<file path="config.mk">
export PLATFORM = sky130hd
export DESIGN_NAME = dmux8way16_buf_flat
export DESIGN_NICKNAME = d
export VERILOG_FILES = /design/src/rtl/xiphos_pkg.sv /design/src/rtl/dmux8way16_buf_if.sv /design/src/rtl/dmux_slot.sv /design/src/rtl/dmux8way16_buf.sv /design/src/flat_wrapper.sv
export SDC_FILE = /design/constraint.sdc
export NUM_CORES = 1
export LEC_CHECK = 0
export ABC_AREA = 1
export BUFFER_PORTS_ARGS = -buffer_cell sky130_fd_sc_hd__buf_4
export CORE_ASPECT_RATIO = 0.75
export CORE_UTILIZATION = 28
export CTS_CLUSTER_SIZE = 28
export DETAILED_ROUTE_END_ITERATION = 6
export SYNTH_ARGS = -nofsm -noshare
export SYNTH_HDL_FRONTEND = slang
export SYNTH_SLANG_ARGS = --single-unit
export TNS_END_PERCENT = 5
</file>
<file path="constraint.sdc">
create_clock -name clk -period 1.6 [get_ports clk]
set_input_delay 0.16 -clock clk [delete_from_list [all_inputs] [get_ports clk]]
set_output_delay 0.16 -clock clk [all_outputs]
set_load 0.05 [all_outputs]
</file>
<file path="src/rtl/xiphos_pkg.sv">
// Shared widths, channel types and channel indices
// for the registered 8-way word distributor.
package xiphos_pkg;

   localparam int WORD_W = 16;
   localparam int NCH    = 8;

   typedef logic [WORD_W-1:0] word_t;
   typedef logic [2:0]        chan_t;

   localparam chan_t CH_A = 3'd0;
   localparam chan_t CH_B = 3'd1;
   localparam chan_t CH_C = 3'd2;
   localparam chan_t CH_D = 3'd3;
   localparam chan_t CH_W = 3'd4;
   localparam chan_t CH_X = 3'd5;
   localparam chan_t CH_Y = 3'd6;
   localparam chan_t CH_Z = 3'd7;

endpackage

</file>
<file path="src/rtl/dmux8way16_buf_if.sv">
// Source-side and channel-side signals of the word distributor.
// The source drives the master modport; the distributor uses slave.
interface dmux8way16_buf_if
   import xiphos_pkg::*;
#(
   parameter int WIDTH = WORD_W
);

   logic [WIDTH-1:0] IN;
   chan_t            s;
   logic             mode;
   logic             in_valid;
   logic             in_ready;
   logic [WIDTH-1:0] A, B, C, D;
   logic [WIDTH-1:0] W, X, Y, Z;
   logic [NCH-1:0]   out_valid;
   logic [NCH-1:0]   out_ready;
   chan_t            ptr;

   modport master (
      output IN, s, mode, in_valid, out_ready,
      input  in_ready, A, B, C, D, W, X, Y, Z,
      input  out_valid, ptr
   );

   modport slave (
      input  IN, s, mode, in_valid, out_ready,
      output in_ready, A, B, C, D, W, X, Y, Z,
      output out_valid, ptr
   );

endinterface

</file>
<file path="src/rtl/dmux_slot.sv">
// One-entry channel buffer; a load in the same cycle as a pop
// wins, so the channel can stream one word per cycle.
module dmux_slot #(
   parameter int WIDTH = 16
) (
   input  logic             clk,
   input  logic             reset,
   input  logic             load,
   input  logic [WIDTH-1:0] d,
   input  logic             pop,
   output logic [WIDTH-1:0] q,
   output logic             valid
);

   always_ff @(posedge clk) begin
      if (reset) begin
         q     <= '0;
         valid <= 1'b0;
      end else if (load) begin
         q     <= d;
         valid <= 1'b1;
      end else if (pop) begin
         valid <= 1'b0;
      end
   end

endmodule

</file>
<file path="src/rtl/dmux8way16_buf.sv">
// Registered 8-way demultiplexer: steers IN to one of eight
// one-entry buffers, by explicit select or round-robin pointer.
module dmux8way16_buf
   import xiphos_pkg::*;
#(
   parameter int WIDTH = WORD_W
) (
   input logic           clk,
   input logic           reset,
   dmux8way16_buf_if.slave bus
);

   chan_t            sel;
   chan_t            ptr_q;
   logic             accept;
   logic [NCH-1:0]   load;
   logic [NCH-1:0]   valid;
   logic [WIDTH-1:0] q [NCH];

   assign sel = bus.mode ? ptr_q : bus.s;

   // Readiness looks only at the targeted channel
   assign bus.in_ready = !reset
                       && (!valid[sel] || bus.out_ready[sel]);
   assign accept = bus.in_valid && bus.in_ready;
   assign load   = accept ? (NCH'(1) << sel) : '0;

   always_ff @(posedge clk) begin
      if (reset)
         ptr_q <= CH_A;
      else if (accept && bus.mode)
         ptr_q <= ptr_q + 3'd1;
   end

   for (genvar i = 0; i < NCH; i++) begin : g_slot
      dmux_slot #(
         .WIDTH (WIDTH)
      ) u_slot (
         .clk   (clk),
         .reset (reset),
         .load  (load[i]),
         .d     (bus.IN),
         .pop   (bus.out_ready[i]),
         .q     (q[i]),
         .valid (valid[i])
      );
   end

   assign bus.A         = q[CH_A];
   assign bus.B         = q[CH_B];
   assign bus.C         = q[CH_C];
   assign bus.D         = q[CH_D];
   assign bus.W         = q[CH_W];
   assign bus.X         = q[CH_X];
   assign bus.Y         = q[CH_Y];
   assign bus.Z         = q[CH_Z];
   assign bus.out_valid = valid;
   assign bus.ptr       = ptr_q;

endmodule
</file>
<file path="src/flat_wrapper.sv">
// flat-port wrapper written by rule: the top's interface ports become plain ports
module dmux8way16_buf_flat import xiphos_pkg::*;
#(
   parameter int WIDTH = WORD_W
)
  (clk, reset, bus_IN, bus_s, bus_mode, bus_in_valid, bus_out_ready, bus_in_ready, bus_A, bus_B, bus_C, bus_D, bus_W, bus_X, bus_Y, bus_Z, bus_out_valid, bus_ptr);
  dmux8way16_buf_if #(.WIDTH(WIDTH)) bus_i ();
  input logic clk;
  input logic reset;
  input wire logic [$bits(bus_i.IN)-1:0] bus_IN;
  input wire logic [$bits(bus_i.s)-1:0] bus_s;
  input wire logic [$bits(bus_i.mode)-1:0] bus_mode;
  input wire logic [$bits(bus_i.in_valid)-1:0] bus_in_valid;
  input wire logic [$bits(bus_i.out_ready)-1:0] bus_out_ready;
  output wire logic [$bits(bus_i.in_ready)-1:0] bus_in_ready;
  output wire logic [$bits(bus_i.A)-1:0] bus_A;
  output wire logic [$bits(bus_i.B)-1:0] bus_B;
  output wire logic [$bits(bus_i.C)-1:0] bus_C;
  output wire logic [$bits(bus_i.D)-1:0] bus_D;
  output wire logic [$bits(bus_i.W)-1:0] bus_W;
  output wire logic [$bits(bus_i.X)-1:0] bus_X;
  output wire logic [$bits(bus_i.Y)-1:0] bus_Y;
  output wire logic [$bits(bus_i.Z)-1:0] bus_Z;
  output wire logic [$bits(bus_i.out_valid)-1:0] bus_out_valid;
  output wire logic [$bits(bus_i.ptr)-1:0] bus_ptr;
  assign bus_i.IN = bus_IN;
  assign bus_i.s = bus_s;
  assign bus_i.mode = bus_mode;
  assign bus_i.in_valid = bus_in_valid;
  assign bus_i.out_ready = bus_out_ready;
  assign bus_in_ready = bus_i.in_ready;
  assign bus_A = bus_i.A;
  assign bus_B = bus_i.B;
  assign bus_C = bus_i.C;
  assign bus_D = bus_i.D;
  assign bus_W = bus_i.W;
  assign bus_X = bus_i.X;
  assign bus_Y = bus_i.Y;
  assign bus_Z = bus_i.Z;
  assign bus_out_valid = bus_i.out_valid;
  assign bus_ptr = bus_i.ptr;
  dmux8way16_buf #(.WIDTH(WIDTH)) u_core (.clk(clk), .reset(reset), .bus(bus_i));
endmodule
</file>
# After elaboration in Yosys (flattened, before gate mapping)

Index checks and enable logic that the tools add are counted.

Register bits after elaboration: 139
Bits of input ports: 31
Output and inout bits: 140
Logic and storage cells: 56

Add/sub/neg operators: 1
$lt $le $gt $ge: 1
Shift-type cells: 1
Mux-type cells: 22
Reductions and logical operators: 14

Operators by type and width:

| operator                                                                      | number |
|---|---|
| 1-bit two-way mux                                                             | 18 |
| 2-bit nonzero test                                                            | 8 |
| 8-bit two-way mux                                                             | 1 |
| 1-bit by 3-bit << shifter with 8-bit output (first input constant)            | 1 |
| 1-bit binary-select mux with 3-bit select                                     | 2 |
| 3-bit by 4-bit less-than comparator with 1-bit output (second input constant) | 1 |
| 3-bit by 1-bit adder with 3-bit output (second input constant)                | 1 |
| 1-bit logical AND                                                             | 3 |
| 3-bit two-way mux                                                             | 1 |
| 1-bit logical NOT                                                             | 2 |
| 1-bit logical OR                                                              | 1 |

# Logic depth before layout (Yosys ltp)

Gate-level depths: netlist of run 1.

Depth in word-level cells: 9
Mapped depth: 17
Depth with buffers taken out: 14

# Modules after synthesis

From an unflattened synthesis of run 1, not the netlist that was laid out.

Cells, all modules: 686
Area total of the unflattened synthesis: 5,237.5 um^2

Modules (own cells, without submodules):

| module         | instances | cells an instance | area an instance (um^2) | sequential area each (um^2) |
|---|---|---|---|---|
| dmux_slot      | 8         | 73                | 588.1                   | 340.3 |
| dmux8way16_buf | 1         | 102               | 533.0                   | 60.1 |

# Least setup slack after synthesis of run 1

OpenSTA, ideal clock, no wires.

Path type: register -> register
Start point: reg u_core.ptr_q[0], in the netlist u_core.bus.ptr[0]
End point: reg u_core.g_slot[6].u_slot.q[0]
Library setup time: 0.111 ns
Data arrival time: 2.035 ns
Required time: 1.489 ns
Slack: -0.546 ns
Cell stages (with the launch flop): 14
Buffers on the path: 2
Period minus slack after synthesis: 2.146 ns
Cell sequence: dfxtp_1 -> nand2_2 -> nand2_4 -> nand2_2 -> o21ai_2 -> inv_1 -> nand2_1 -> nor2_1 -> nor2_4 -> buf_8 -> buf_4 -> nand4_1 -> nand2_1 -> nor2_2

Word-level cells in the longest chain between the ends: 8
Elaborated cells between the ends (all ways): 11
Classes of those cells: shift: 1; mux: 6; reduce/logical: 4

RTL lines:

| what                                      | RTL line             | source |
|---|---|---|
| start, declared                           | dmux8way16_buf.sv:14 | `chan_t ptr_q;` |
| start signal, assigned                    | dmux8way16_buf.sv:32 | `ptr_q <= ptr_q + 3'd1;` |
| 3-bit two-way mux (*)                     | dmux8way16_buf.sv:20 | `assign sel = bus.mode ? ptr_q : bus.s;` |
| 1-bit binary-select mux with 3-bit select | dmux8way16_buf.sv:24 | `&& (!valid[sel] \|\| bus.out_ready[sel]);` |
| 1-bit two-way mux (not written as such)   | dmux8way16_buf.sv:24 |  |
| 1-bit logical NOT                         | dmux8way16_buf.sv:24 |  |
| 1-bit logical OR (*)                      | dmux8way16_buf.sv:24 |  |
| 1-bit logical AND (*)                     | dmux8way16_buf.sv:24 |  |
| via bus_in_ready                          | flat_wrapper.sv:15   | `output wire logic [$bits(bus_i.in_ready)-1:0] bus_in_ready;` |
| 1-bit logical AND (*)                     | dmux8way16_buf.sv:25 | `assign accept = bus.in_valid && bus.in_ready;` |
| 8-bit two-way mux (*)                     | dmux8way16_buf.sv:26 | `assign load = accept ? (NCH'(1) << sel) : '0;` |
| end signal, assigned                      | dmux_slot.sv:17      | `q <= '0;` |
| end signal, assigned                      | dmux_slot.sv:20      | `q <= d;` |
| end, declared                             | dmux_slot.sv:11      | `output logic [WIDTH-1:0] q,` |

The timed path passes the listed nets; every way through them passes the cells marked *. The select of a mux whose other input is x is not followed.
A chain may end at the register's enable or synchronous reset.

# Worst setup path after layout of run 1

Start point: reg u_core.ptr_q[0], in the netlist u_core.bus.ptr[0]
End point: out bus_in_ready

Word-level cells in the longest chain between the ends: 6
Elaborated cells between the ends (all ways): 8
Classes of those cells: mux: 5; reduce/logical: 3

RTL lines:

| what                                      | RTL line |
|---|---|
| 3-bit two-way mux (*)                     | dmux8way16_buf.sv:20 |
| 1-bit binary-select mux with 3-bit select | dmux8way16_buf.sv:24 |
| 1-bit two-way mux (not written as such)   | dmux8way16_buf.sv:24 |
| 1-bit logical NOT                         | dmux8way16_buf.sv:24 |
| 1-bit logical OR (*)                      | dmux8way16_buf.sv:24 |
| 1-bit logical AND (*)                     | dmux8way16_buf.sv:24 |
| end, declared                             | flat_wrapper.sv:15 |

Mark *: on every way between the ends. The rest lies on a longest branch, timed or not. The select of a mux whose other input is x is not followed.

==> flow_metrics.env, run 1 <==
export IMPL_ys_top_cells_by_area="dfxtp_1 (45%), nor2_1 (14%), nand4_1 (13%)"
export IMPL_clockBufferDepth=2
export IMPL_io_buffers=170
export IMPL_ys_ff_latch=139
export IMPL_cp_required_ns=1.44
export IMPL_fillers=2219
export IMPL_cp_start_kind="flop"
export IMPL_drt_iter0_drc=642
export IMPL_synth_warnings=0
export IMPL_irDropWorstVdd_uv=691
export IMPL_status="finished, violations left"
export IMPL_ys_types=24
export IMPL_io_pins=171
export IMPL_die_area_um2=22900
export IMPL_cp_end_kind="output port"
export IMPL_crit_slowest_cell="dfxtp_4"
export IMPL_seqCellArea_um2=2790
export IMPL_violations="setup timing"
export IMPL_hold_depth=4
export IMPL_seqPwrFrac=0.400
export IMPL_power_switching_mw=2.54
export IMPL_wire_per_inst_um=16.6
export IMPL_worstMarginPinSlew_ns=0.590
export IMPL_cts_tree="yes"
export IMPL_hold_violations=0
export IMPL_syn_nets=894
export IMPL_p_leak_nw=4.22
export IMPL_crit_fanout=8
export IMPL_reg2reg_depth=15
export IMPL_layout_common_cells="nor2_1 (224), buf_4 (209), nand2_1 (157)"
export IMPL_finalNonFillerCells=1363
export IMPL_final_common_cell="nor2_1"
export IMPL_power_frac_comb=0.162
export IMPL_clock_sinks=139
export IMPL_p_total_mw=8.99
export IMPL_critical_path_class="flop to output port"
export IMPL_vias=6507
export IMPL_path_clk_slew_ns=0.06
export IMPL_core_um2=21500
export IMPL_cp_slowest_stage_delay_ns=0.37
export IMPL_critPathTopFamily="simple AND/OR/NAND/NOR gates"
export IMPL_synth_main_ff_cell="dfxtp_1"
export IMPL_powerDensity_nw_per_um2=969
export IMPL_area_delta_synth_final_pct=48.6
export IMPL_routabilityCongestion=0.851
export IMPL_grt_pass1_wl_mm=34.6
export IMPL_slew_headroom=0.606
export IMPL_cp_common_cell="buf_12"
export IMPL_path_cells="nand2_4 -> nand2_8 -> nand2_2 -> o21ai_2 -> inv_1 -> nand2_1 -> nor2_2 -> nor2_4 -> buf_12 -> buf_12 -> buf_12"
export IMPL_multi_input_area_um2=3010
export IMPL_synth_top_cell_area_share=0.446
export IMPL_hold_class="primary input to flop"
export IMPL_grt_pass1_vias=6010
export IMPL_path_depth=11
export IMPL_cts_root_buf="clkbuf_16"
export IMPL_seq_area_frac_synth=0.446
export IMPL_nets=1096
export IMPL_drv_slew=0
export IMPL_synthCells=862
export IMPL_routed_via_density=4.77
export IMPL_overflow=0
export IMPL_antenna_cells=0
export IMPL_dp_hpwl_mm=14.6
export IMPL_die_w_um=174
export IMPL_antenna_found_initial=0
export IMPL_dpl_cell_count=1307
export IMPL_switching_share=0.282
export IMPL_crit_buf_inv=4
export IMPL_syn_avg_cell_area_um2=7.25
export IMPL_rsz0062_at_grt="true"
export IMPL_utilization=0.431
export IMPL_grt_usage=0.197
export IMPL_p_int_mw=6.45
export IMPL_worstPathArrival_ns=1.84
export IMPL_period_share=1.25
export IMPL_setup_viol_count_final=140
export IMPL_num_rows=46
export IMPL_grt_max_degree=131
export IMPL_die_h_um=131
export IMPL_routed_wl_mm=22.6
export IMPL_async_flop_share=0
export IMPL_antenna_left=0
export IMPL_numCtsBuffers=17
export IMPL_synth_edf_count=0
export IMPL_skew_ns=0.0197
export IMPL_fin_ws_ns=-0.397
export IMPL_clock_latency_ns=0.43
export IMPL_clock_power_share=0.437
export IMPL_synth_area_leader_cell="dfxtp_1"
export IMPL_dr_pass1_iters=5
export IMPL_htree_levels=4
export IMPL_initial_core_util=0.290
export IMPL_fmax_ghz=0.501
export IMPL_drive_gt1_frac=0.351
export IMPL_synth_area_um2=6250
export IMPL_fin_crit_ns=2.00
export IMPL_drc_errors=0
export IMPL_drv_cap=0
[cells in the mapped netlist, types with 5 or more instances]
| cell type | count |
|---|---|
| nor2_1 | 234 |
| dfxtp_1 | 139 |
| buf_4 | 10 |
| inv_4 | 6 |
| inv_1 | 32 |
| nand2_2 | 9 |
| nor2_2 | 41 |
| nand3_4 | 6 |
| nand2_1 | 162 |
| a21oi_1 | 9 |
| nand3_1 | 15 |
| nand4_1 | 129 |
| buf_2 | 15 |
| clkbuf_1 | 21 |
| buf_1 | 16 |
| buf_6 | 5 |
[through the flow]
step,setup TNS [ns],area [um2],setup slack (ns),hold slack [ns]
after floorplan,-17.86,6280,-0.164,0.323
after global placement,-30.64,8200,-0.265,0.436
after detailed placement,-32.14,8200,-0.288,0.438
after CTS,-37.72,9110,-0.413,0.00369
after global routing,-52.23,9280,-0.502,0.0304
final,-33.99,9280,-0.397,0.0212
[worst min-delay path: stages]
cell and delay [ns]:
buf_4 0.08, inv_1 0.04, nand2_1 0.07, a21oi_2 0.05
[flip-flops by register name, summed over array words and instances, names as in the netlist]
| register | flops |
|---|---|
| u_core.g_slot.u_slot.q | 128 |
| u_core.bus.ptr | 3 |
| u_core.g_slot.u_slot.valid | 8 |
[logic make-up after synthesis]
group | count (synthesis) | share of synthesized area
AO/OA/AOI/OAI | 10 | 0.00861
XOR/XNOR | 1 | 0.00140
adder cells (fa/ha/maj) | 1 | 0.00200
buffers and inverters | 112 | 0.0909
flip-flops | 139 | 0.446
AND/OR/NAND/NOR | 599 | 0.452
[repair_timing]
item | 4_1_cts | 5_1_grt
gates cloned | 3 | 1
hold buffers | 6 | 0
pin swaps | 56 | 34
setup endpoints to repair | 140 | 140
gates resized for setup | 35 | 35
hold endpoints to repair | 7 | 0
setup buffers | 13 | 4
[path summary, 6_finish.rpt]
kind,end,slack (ns),startpoint
min,u_core.g_slot[7].u_slot.valid,0.02,bus_out_ready[7]
max,bus_in_ready,-0.40,u_core.bus.ptr[0]
min reg2reg,u_core.g_slot[4].u_slot.q[1],0.47,u_core.g_slot[4].u_slot.q[1]
max reg2reg,u_core.g_slot[1].u_slot.q[6],-0.31,u_core.bus.ptr[0]
[routing by layer]
metal / part of all wire / global-route usage / routed length, um
met1: 0.48 / 0.275 / 10800
met2: 0.45 / 0.300 / 10100
met3: 0.064 / 0.0437 / 1450
met4: 0.012 / 0.0575 / 272
met5: 0 / 0 / 0
[final cells by class]
class	instances	share of cell area
clock buffer	22	0.0511
clock inverter	8	0.0102
inverter	42	0.0243
multi-input combinational	611	0.325
sequential	139	0.301
tap	288	0.0388
timing repair buffer	252	0.249
timing repair inverter	1	0.000944
[power by group through the flow]
stage | clock [mW] | combinational, mW | sequential, mW
CTS | 3.99 | 1.41 | 3.60
global placement | 0 | 1.30 | 3.67
finish | 3.93 | 1.46 | 3.60
floorplan | 0 | 0.553 | 3.92
global route | 4.16 | 1.55 | 3.60
detailed placement | 0 | 1.31 | 3.67
No activity file was read; power rests on OpenSTA's default activity.
==> inputs of run 2 (changes only) <==
--- a/config.mk
+++ b/config.mk
@@ -11,6 +11,7 @@
 export CORE_UTILIZATION = 28
 export CTS_CLUSTER_SIZE = 28
 export DETAILED_ROUTE_END_ITERATION = 6
+export PLACE_DENSITY_LB_ADDON = 0.05
 export SYNTH_ARGS = -nofsm -noshare
 export SYNTH_HDL_FRONTEND = slang
 export SYNTH_SLANG_ARGS = --single-unit
==> constraint.sdc (replaced) <==
create_clock -name clk -period 1.9 [get_ports clk]
set_input_delay 0.19 -clock clk [delete_from_list [all_inputs] [get_ports clk]]
set_output_delay 0.19 -clock clk [all_outputs]
set_load 0.05 [all_outputs]
==> run 2 against run 1 <==
  * The flow still finishes with violations (setup timing)
  * Critical path depth up 3
  * Critical endpoint is now u_core.g_slot[3].u_slot.q[1]
  * Register-to-register slack better by 0.26 ns
  * Sequential power down 16%
  * Die area unchanged
  * Largest cell class unchanged
  * First-iteration DRC count down 20%
  * Count of clock-buffer cells in the layout down 3
  * Wire length up 2.5%
  * Flip-flop and latch count unchanged
  * Cell area down 3.6%
  * Critical path type is now flop to flop
  * Worst hold slack better by 0.011 ns
  * Clock power down 12%
==> flow_metrics.env, run 2 (synthesis gave the netlist of run 1 again) <==
export IMPL_cp_start_kind="flop"
export IMPL_powerDensity_nw_per_um2=856
export IMPL_routed_wl_mm=23.2
export IMPL_vias=6249
export IMPL_grt_usage=0.199
export IMPL_irDropWorstVdd_uv=558
export IMPL_drv_slew=0
export IMPL_grt_pass1_wl_mm=34.9
export IMPL_fin_crit_ns=1.95
export IMPL_numCtsBuffers=17
export IMPL_antenna_cells=0
export IMPL_layout_common_cells="nor2_1 (228), buf_4 (194), nand2_1 (156)"
export IMPL_skew_ns=0.0115
export IMPL_top_register="u_core.g_slot.u_slot.q"
export IMPL_overflow=0
export IMPL_finalNonFillerCells=1334
export IMPL_path_cells="nand2_4 -> nand2_8 -> nand3_1 -> nand2_1 -> nor2_2 -> nor2_2 -> nor2_4 -> buf_6 -> buf_12 -> buf_12 -> clkbuf_16 -> nand4_1 -> nand2_1 -> nor2_1"
export IMPL_nets=1065
export IMPL_critPathTopFamily="simple AND/OR/NAND/NOR gates"
export IMPL_core_um2=21500
export IMPL_slew_headroom=0.577
export IMPL_num_rows=46
export IMPL_clockBufferDepth=2
export IMPL_p_total_mw=7.65
export IMPL_violations="setup timing"
export IMPL_area_delta_synth_final_pct=43.2
export IMPL_crit_fanout=8
export IMPL_routed_via_density=4.68
export IMPL_io_pins=171
export IMPL_fmax_ghz=0.512
export IMPL_cp_required_ns=2.22
export IMPL_clock_sinks=139
export IMPL_fin_ws_ns=-0.0543
export IMPL_critical_path_class="flop to flop"
export IMPL_rsz0062_at_grt="true"
export IMPL_initial_core_util=0.290
export IMPL_die_w_um=174
export IMPL_hold_violations=0
export IMPL_io_buffers=170
export IMPL_hold_ws_ns=0.0319
export IMPL_hold_class="primary input to flop"
export IMPL_grt_pass1_vias=5768
export IMPL_die_h_um=131
export IMPL_cp_slowest_stage_delay_ns=0.36
export IMPL_clock_latency_ns=0.42
export IMPL_dpl_cell_count=1285
export IMPL_htree_levels=4
export IMPL_status="finished, violations left"
export IMPL_dp_hpwl_mm=14.7
export IMPL_cts_hold_buffers=0
export IMPL_wire_per_inst_um=17.4
export IMPL_dr_pass1_iters=5
export IMPL_final_common_cell="nor2_1"
export IMPL_worstMarginPinSlew_ns=0.634
export IMPL_antenna_found_initial=0
export IMPL_cp_end_kind="flop"
export IMPL_grt_max_degree=131
export IMPL_drc_errors=0
export IMPL_cts_root_buf="clkbuf_16"
export IMPL_worstPathArrival_ns=2.27
export IMPL_drv_cap=0
export IMPL_setup_viol_count_final=56
export IMPL_crit_buf_inv=4
export IMPL_cts_tree="yes"
export IMPL_crit_slowest_cell="dfxtp_4"
export IMPL_largest_reg_flops=128
export IMPL_routabilityCongestion=0.827
export IMPL_p_leak_nw=4.06
export IMPL_antenna_left=0
export IMPL_drive_gt1_frac=0.331
export IMPL_drt_iter0_drc=513
export IMPL_period_share=1.03
export IMPL_setup_tns_ns=-1.26
export IMPL_die_area_um2=22900
export IMPL_path_clk_slew_ns=0.06
[run 2: cell types whose count changed in the layout (fill, tap and decap cells not counted), moves of 5 or more]
cell / before / now
buf_12: 24 / 16
buf_4: 209 / 194
a21oi_2: 6 / 1
dlygate4sd3_1: 6 / 0
inv_4: 1 / 6
a21oi_1: 3 / 8
[run 2: path summary, 6_finish.rpt]
path / startpoint / endpoint / slack [ns] / depth (start not counted)
max: u_core.bus.ptr[0] / u_core.g_slot[3].u_slot.q[1] / -0.05 / 14
min: bus_out_ready[3] / u_core.g_slot[3].u_slot.valid / 0.03 / 4
min reg2reg: u_core.g_slot[7].u_slot.q[3] / u_core.g_slot[7].u_slot.q[3] / 0.47 / 2
max reg2reg: u_core.bus.ptr[0] / u_core.g_slot[3].u_slot.q[1] / -0.05 / 14
[run 2: worst min-delay path: cells and delay by family]
| family | cells | cell delay, ns |
|---|---|---|
| AOI/OAI and AO/OA | 1 | 0.05 |
| and+or+nand+nor | 1 | 0.04 |
| buffers and inverters | 2 | 0.12 |
[run 2: area by class of cell]
type,instances,area [um2]
sequential,139,2790
timing repair buffer,221,1960
tap,288,360
timing repair inverter,1,6.26
inverter,42,215
multi-input combinational,611,3010
clock inverter,13,166
clock buffer,19,433
fill,2278,12600
[run 2: metrics by stage]
step / util / instance area [um2] / worst slack, ns
3_3_place_gp: 0.369 / 7940 / -0.124
6_report: 0.415 / 8940 / -0.0543
3_5_place_dp: 0.369 / 7940 / -0.0945
2_1_floorplan: - / 6250 / 0.0163
5_1_grt: 0.415 / 8940 / -0.160
4_1_cts: 0.404 / 8700 / -0.0470
[run 2: layer usage]
layer / track usage / share of wire
met4: 0.0585 / 0.011
met2: 0.299 / 0.46
met3: 0.0422 / 0.058
met1: 0.284 / 0.48
met5: 0 / 0
[run 2: where the power goes]
| part | internal, mW | switching (mW) |
|---|---|---|
| clock | 2.08 | 1.37 |
| combinational | 0.396 | 0.785 |
| sequential | 2.98 | 0.0485 |
[run 2: repair_timing]
action / CTS / global route
resized for setup: 25 / 29
cloned: 1 / 4
buffers inserted: 7 / 5
endpoints found under the setup margin: 134 / 134
pin swaps: 59 / 20
endpoints found under the hold margin: 0 / 0
==> inputs of run 3 (changes only) <==
--- a/config.mk
+++ b/config.mk
@@ -5,7 +5,6 @@
 export SDC_FILE = /design/constraint.sdc
 export NUM_CORES = 1
 export LEC_CHECK = 0
-export ABC_AREA = 1
 export BUFFER_PORTS_ARGS = -buffer_cell sky130_fd_sc_hd__buf_4
 export CORE_ASPECT_RATIO = 0.75
 export CORE_UTILIZATION = 28
==> run 3 against run 2 <==
  * The run still ends with setup timing left
  * Area after synthesis is 11% lower
  * Sequential share of layout area is 2.8 points higher
  * Synthesized cell count is 28% lower
  * Sequential power is 2% lower
  * Non-clock buffer count is 7 higher
  * Core utilization is 0.67 points higher
  * Count of clock-buffer cells in the layout is 3 higher
  * First-iteration DRC count is 27% lower
  * Fmax is 17% lower
  * Combinational power is 41% lower
  * Via count is 17% lower
  * Highest routed layer unchanged
==> flow_metrics.env, run 3 <==
export IMPL_cp_start_kind="flop"
export IMPL_period_share=1.25
export IMPL_placed_area_um2=7380
export IMPL_power_frac_comb=0.094
export IMPL_drc_errors=0
export IMPL_path_clk_slew_ns=0.06
export IMPL_syn_avg_cell_area_um2=8.93
export IMPL_setup_viol_count_final=140
export IMPL_p_total_mw=7.35
export IMPL_initial_core_util=0.287
export IMPL_antenna_cells=0
export IMPL_synthTopCellsByCount="dfxtp_1 (139), nor2_1 (81), a21oi_1 (76)"
export IMPL_finalNonFillerCells=1063
export IMPL_p_int_mw=5.57
export IMPL_hold_depth=3
export IMPL_clock_latency_ns=0.42
export IMPL_synth_top_cell_area_share=0.499
export IMPL_ys_types=37
export IMPL_async_flop_share=0
export IMPL_htree_levels=4
export IMPL_nets=830
export IMPL_routed_via_density=4.90
export IMPL_fillers=1938
export IMPL_reg2reg_depth=8
export IMPL_synth_main_ff_cell="dfxtp_1"
export IMPL_num_rows=44
export IMPL_cts_root_buf="clkbuf_16"
export IMPL_cp_required_ns=1.71
export IMPL_cp_end_kind="output port"
export IMPL_syn_nets=656
export IMPL_clockBufferDepth=2
export IMPL_drv_cap=0
export IMPL_status="finished, violations left"
export IMPL_fmax_ghz=0.422
export IMPL_synth_area_leader_cell="dfxtp_1"
export IMPL_cts_hold_buffers=0
export IMPL_clock_sinks=139
export IMPL_core_um2=19400
export IMPL_multi_input_area_um2=2500
export IMPL_final_common_cell="buf_4"
export IMPL_hp_start="bus_in_valid"
export IMPL_fin_crit_ns=2.37
export IMPL_rr_startpoint="u_core.bus.ptr[0]"
export IMPL_overflow=0
export IMPL_drive_gt1_frac=0.344
export IMPL_r2r_end="u_core.bus.ptr[0]"
export IMPL_synthCells=624
export IMPL_switching_share=0.241
export IMPL_vias=5214
export IMPL_grt_usage=0.197
export IMPL_synth_area_um2=5580
export IMPL_layout_common_cells="buf_4 (205), dfxtp_1 (137), nor2_1 (80)"
export IMPL_powerDensity_nw_per_um2=895
export IMPL_crit_fanout=3
export IMPL_p_leak_nw=3.26
export IMPL_fin_area_um2=8210
export IMPL_worstHoldEndpoint="u_core.bus.ptr[1]"
export IMPL_synth_warnings=0
export IMPL_slew_headroom=0.534
export IMPL_top_register="u_core.g_slot.u_slot.q"
export IMPL_rsz0062_at_grt="true"
export IMPL_routed_wl_mm=20.2
export IMPL_synth_most_common_cell="dfxtp_1"
export IMPL_hold_ws_ns=0.0690
export IMPL_setup_tns_ns=-42.05
export IMPL_routabilityCongestion=0.823
export IMPL_r2r_slack_ns=-0.37
export IMPL_die_area_um2=20500
export IMPL_cts_tree="yes"
export IMPL_hold_class="primary input to flop"
export IMPL_worstMarginPinSlew_ns=0.698
export IMPL_seq_area_frac_synth=0.499
export IMPL_numCtsBuffers=17
export IMPL_grt_pass1_vias=4953
export IMPL_die_h_um=124
export IMPL_worstPathArrival_ns=2.18
export IMPL_grt_pass1_wl_mm=30.1
export IMPL_clock_power_share=0.500
export IMPL_ys_ff_latch=139
export IMPL_critical_path_class="flop to output port"
export IMPL_io_pins=171
export IMPL_skew_ns=0.00666
export IMPL_area_delta_synth_final_pct=47.2
export IMPL_dp_hpwl_mm=13.2
export IMPL_drt_iter0_drc=375
export IMPL_grt_max_degree=142
export IMPL_dpl_cell_count=1024
export IMPL_hold_violations=0
export IMPL_irDropWorstVdd_uv=493
export IMPL_io_buffers=170
export IMPL_antenna_left=0
export IMPL_ys_top_cells_by_area="dfxtp_1 (50%), mux2i_1 (12%), a21oi_1 (6.8%)"
export IMPL_power_switching_mw=1.77
export IMPL_wire_per_inst_um=19.0
export IMPL_seqPwrFrac=0.406
export IMPL_largest_reg_flops=128
export IMPL_seqCellArea_um2=2790
export IMPL_die_w_um=165
export IMPL_dr_pass1_iters=5
export IMPL_violations="setup timing"
export IMPL_fin_ws_ns=-0.468
export IMPL_drv_slew=0
export IMPL_antenna_found_initial=0
export IMPL_synth_edf_count=0
-- run 3: cell types whose count changed after synthesis, sizes merged, moves of 36 or more --
cell and change:
a21oi +67, inv -36, mux2i +67, nand2 -167, nand3 +46, nand4 -128
nor2 -195, o21ai +69
-- run 3: final cells by class --
type	instances	area share
clock buffer	22	0.0604
tap	253	0.0386
inverter	6	0.00274
multi-input combinational	406	0.305
timing repair buffer	228	0.235
clock inverter	9	0.0189
sequential	139	0.340
-- run 3: repair_timing --
item,CTS,global route
pin swaps,4,1
cloned,0,3
setup buffers,4,1
setup endpoints to repair,140,140
resized for setup,50,20
-- run 3: through the flow --
stage	worst slack, ns	util
floorplan	-0.383	-
global placement	-0.393	0.380
detailed placement	-0.373	0.380
CTS	-0.500	0.416
global route	-0.560	0.422
finish	-0.468	0.422
-- run 3: how the worst max path moves through the flow --
stage | start | slack (ns) | end | cells past startpoint
floorplan | u_core.bus.ptr[0] | -0.38 | bus_in_ready | 7
global placement | bus_mode | -0.39 | u_core.g_slot[6].u_slot.q[3] | 10
detailed placement | bus_mode | -0.37 | u_core.g_slot[6].u_slot.q[10] | 8
CTS | u_core.bus.ptr[0] | -0.50 | bus_in_ready | 7
global route | u_core.bus.ptr[0] | -0.56 | bus_in_ready | 7
finish | u_core.bus.ptr[0] | -0.47 | bus_in_ready | 7
-- run 3: cell families (layout without fill, tap and decap cells) --
kind of cell             Yosys count  count (layout)  synth area share
buffers and inverters             79             265            0.0702
AO/OA/AOI/OAI                    159             159             0.153
adder cells (fa/ha/maj)            1               1           0.00224
flip-flops                       139             139             0.499
AND/OR/NAND/NOR                  176             176             0.145
multiplexers                      70              70             0.130
-- run 3: routing by layer --
layer,up-vias,part of all wire,track usage
met4,0,0.010,0.0550
met2,206,0.45,0.294
met5,-,0,0
li1,2506,-,-
met1,2487,0.47,0.271
met3,15,0.076,0.0615
-- run 3: power by group through the flow --
stage	Clock (mW)	Combinational (mW)	Sequential, mW
2_1_floorplan	0	0.255	3.16
3_3_place_gp	0	0.667	3.04
3_5_place_dp	0	0.672	3.04
4_1_cts	3.74	0.685	2.98
5_1_grt	3.89	0.739	2.98
6_report	3.67	0.693	2.98
-- run 3: worst max-delay path, cell delays in order, from the launching register on --
cell and delay, ns:
dfxtp_4 0.34, nand2_2 0.05, a21boi_4 0.20, buf_6 0.12
mux4_2 0.51, a22o_4 0.27, nor2_4 0.11, buf_8 0.16
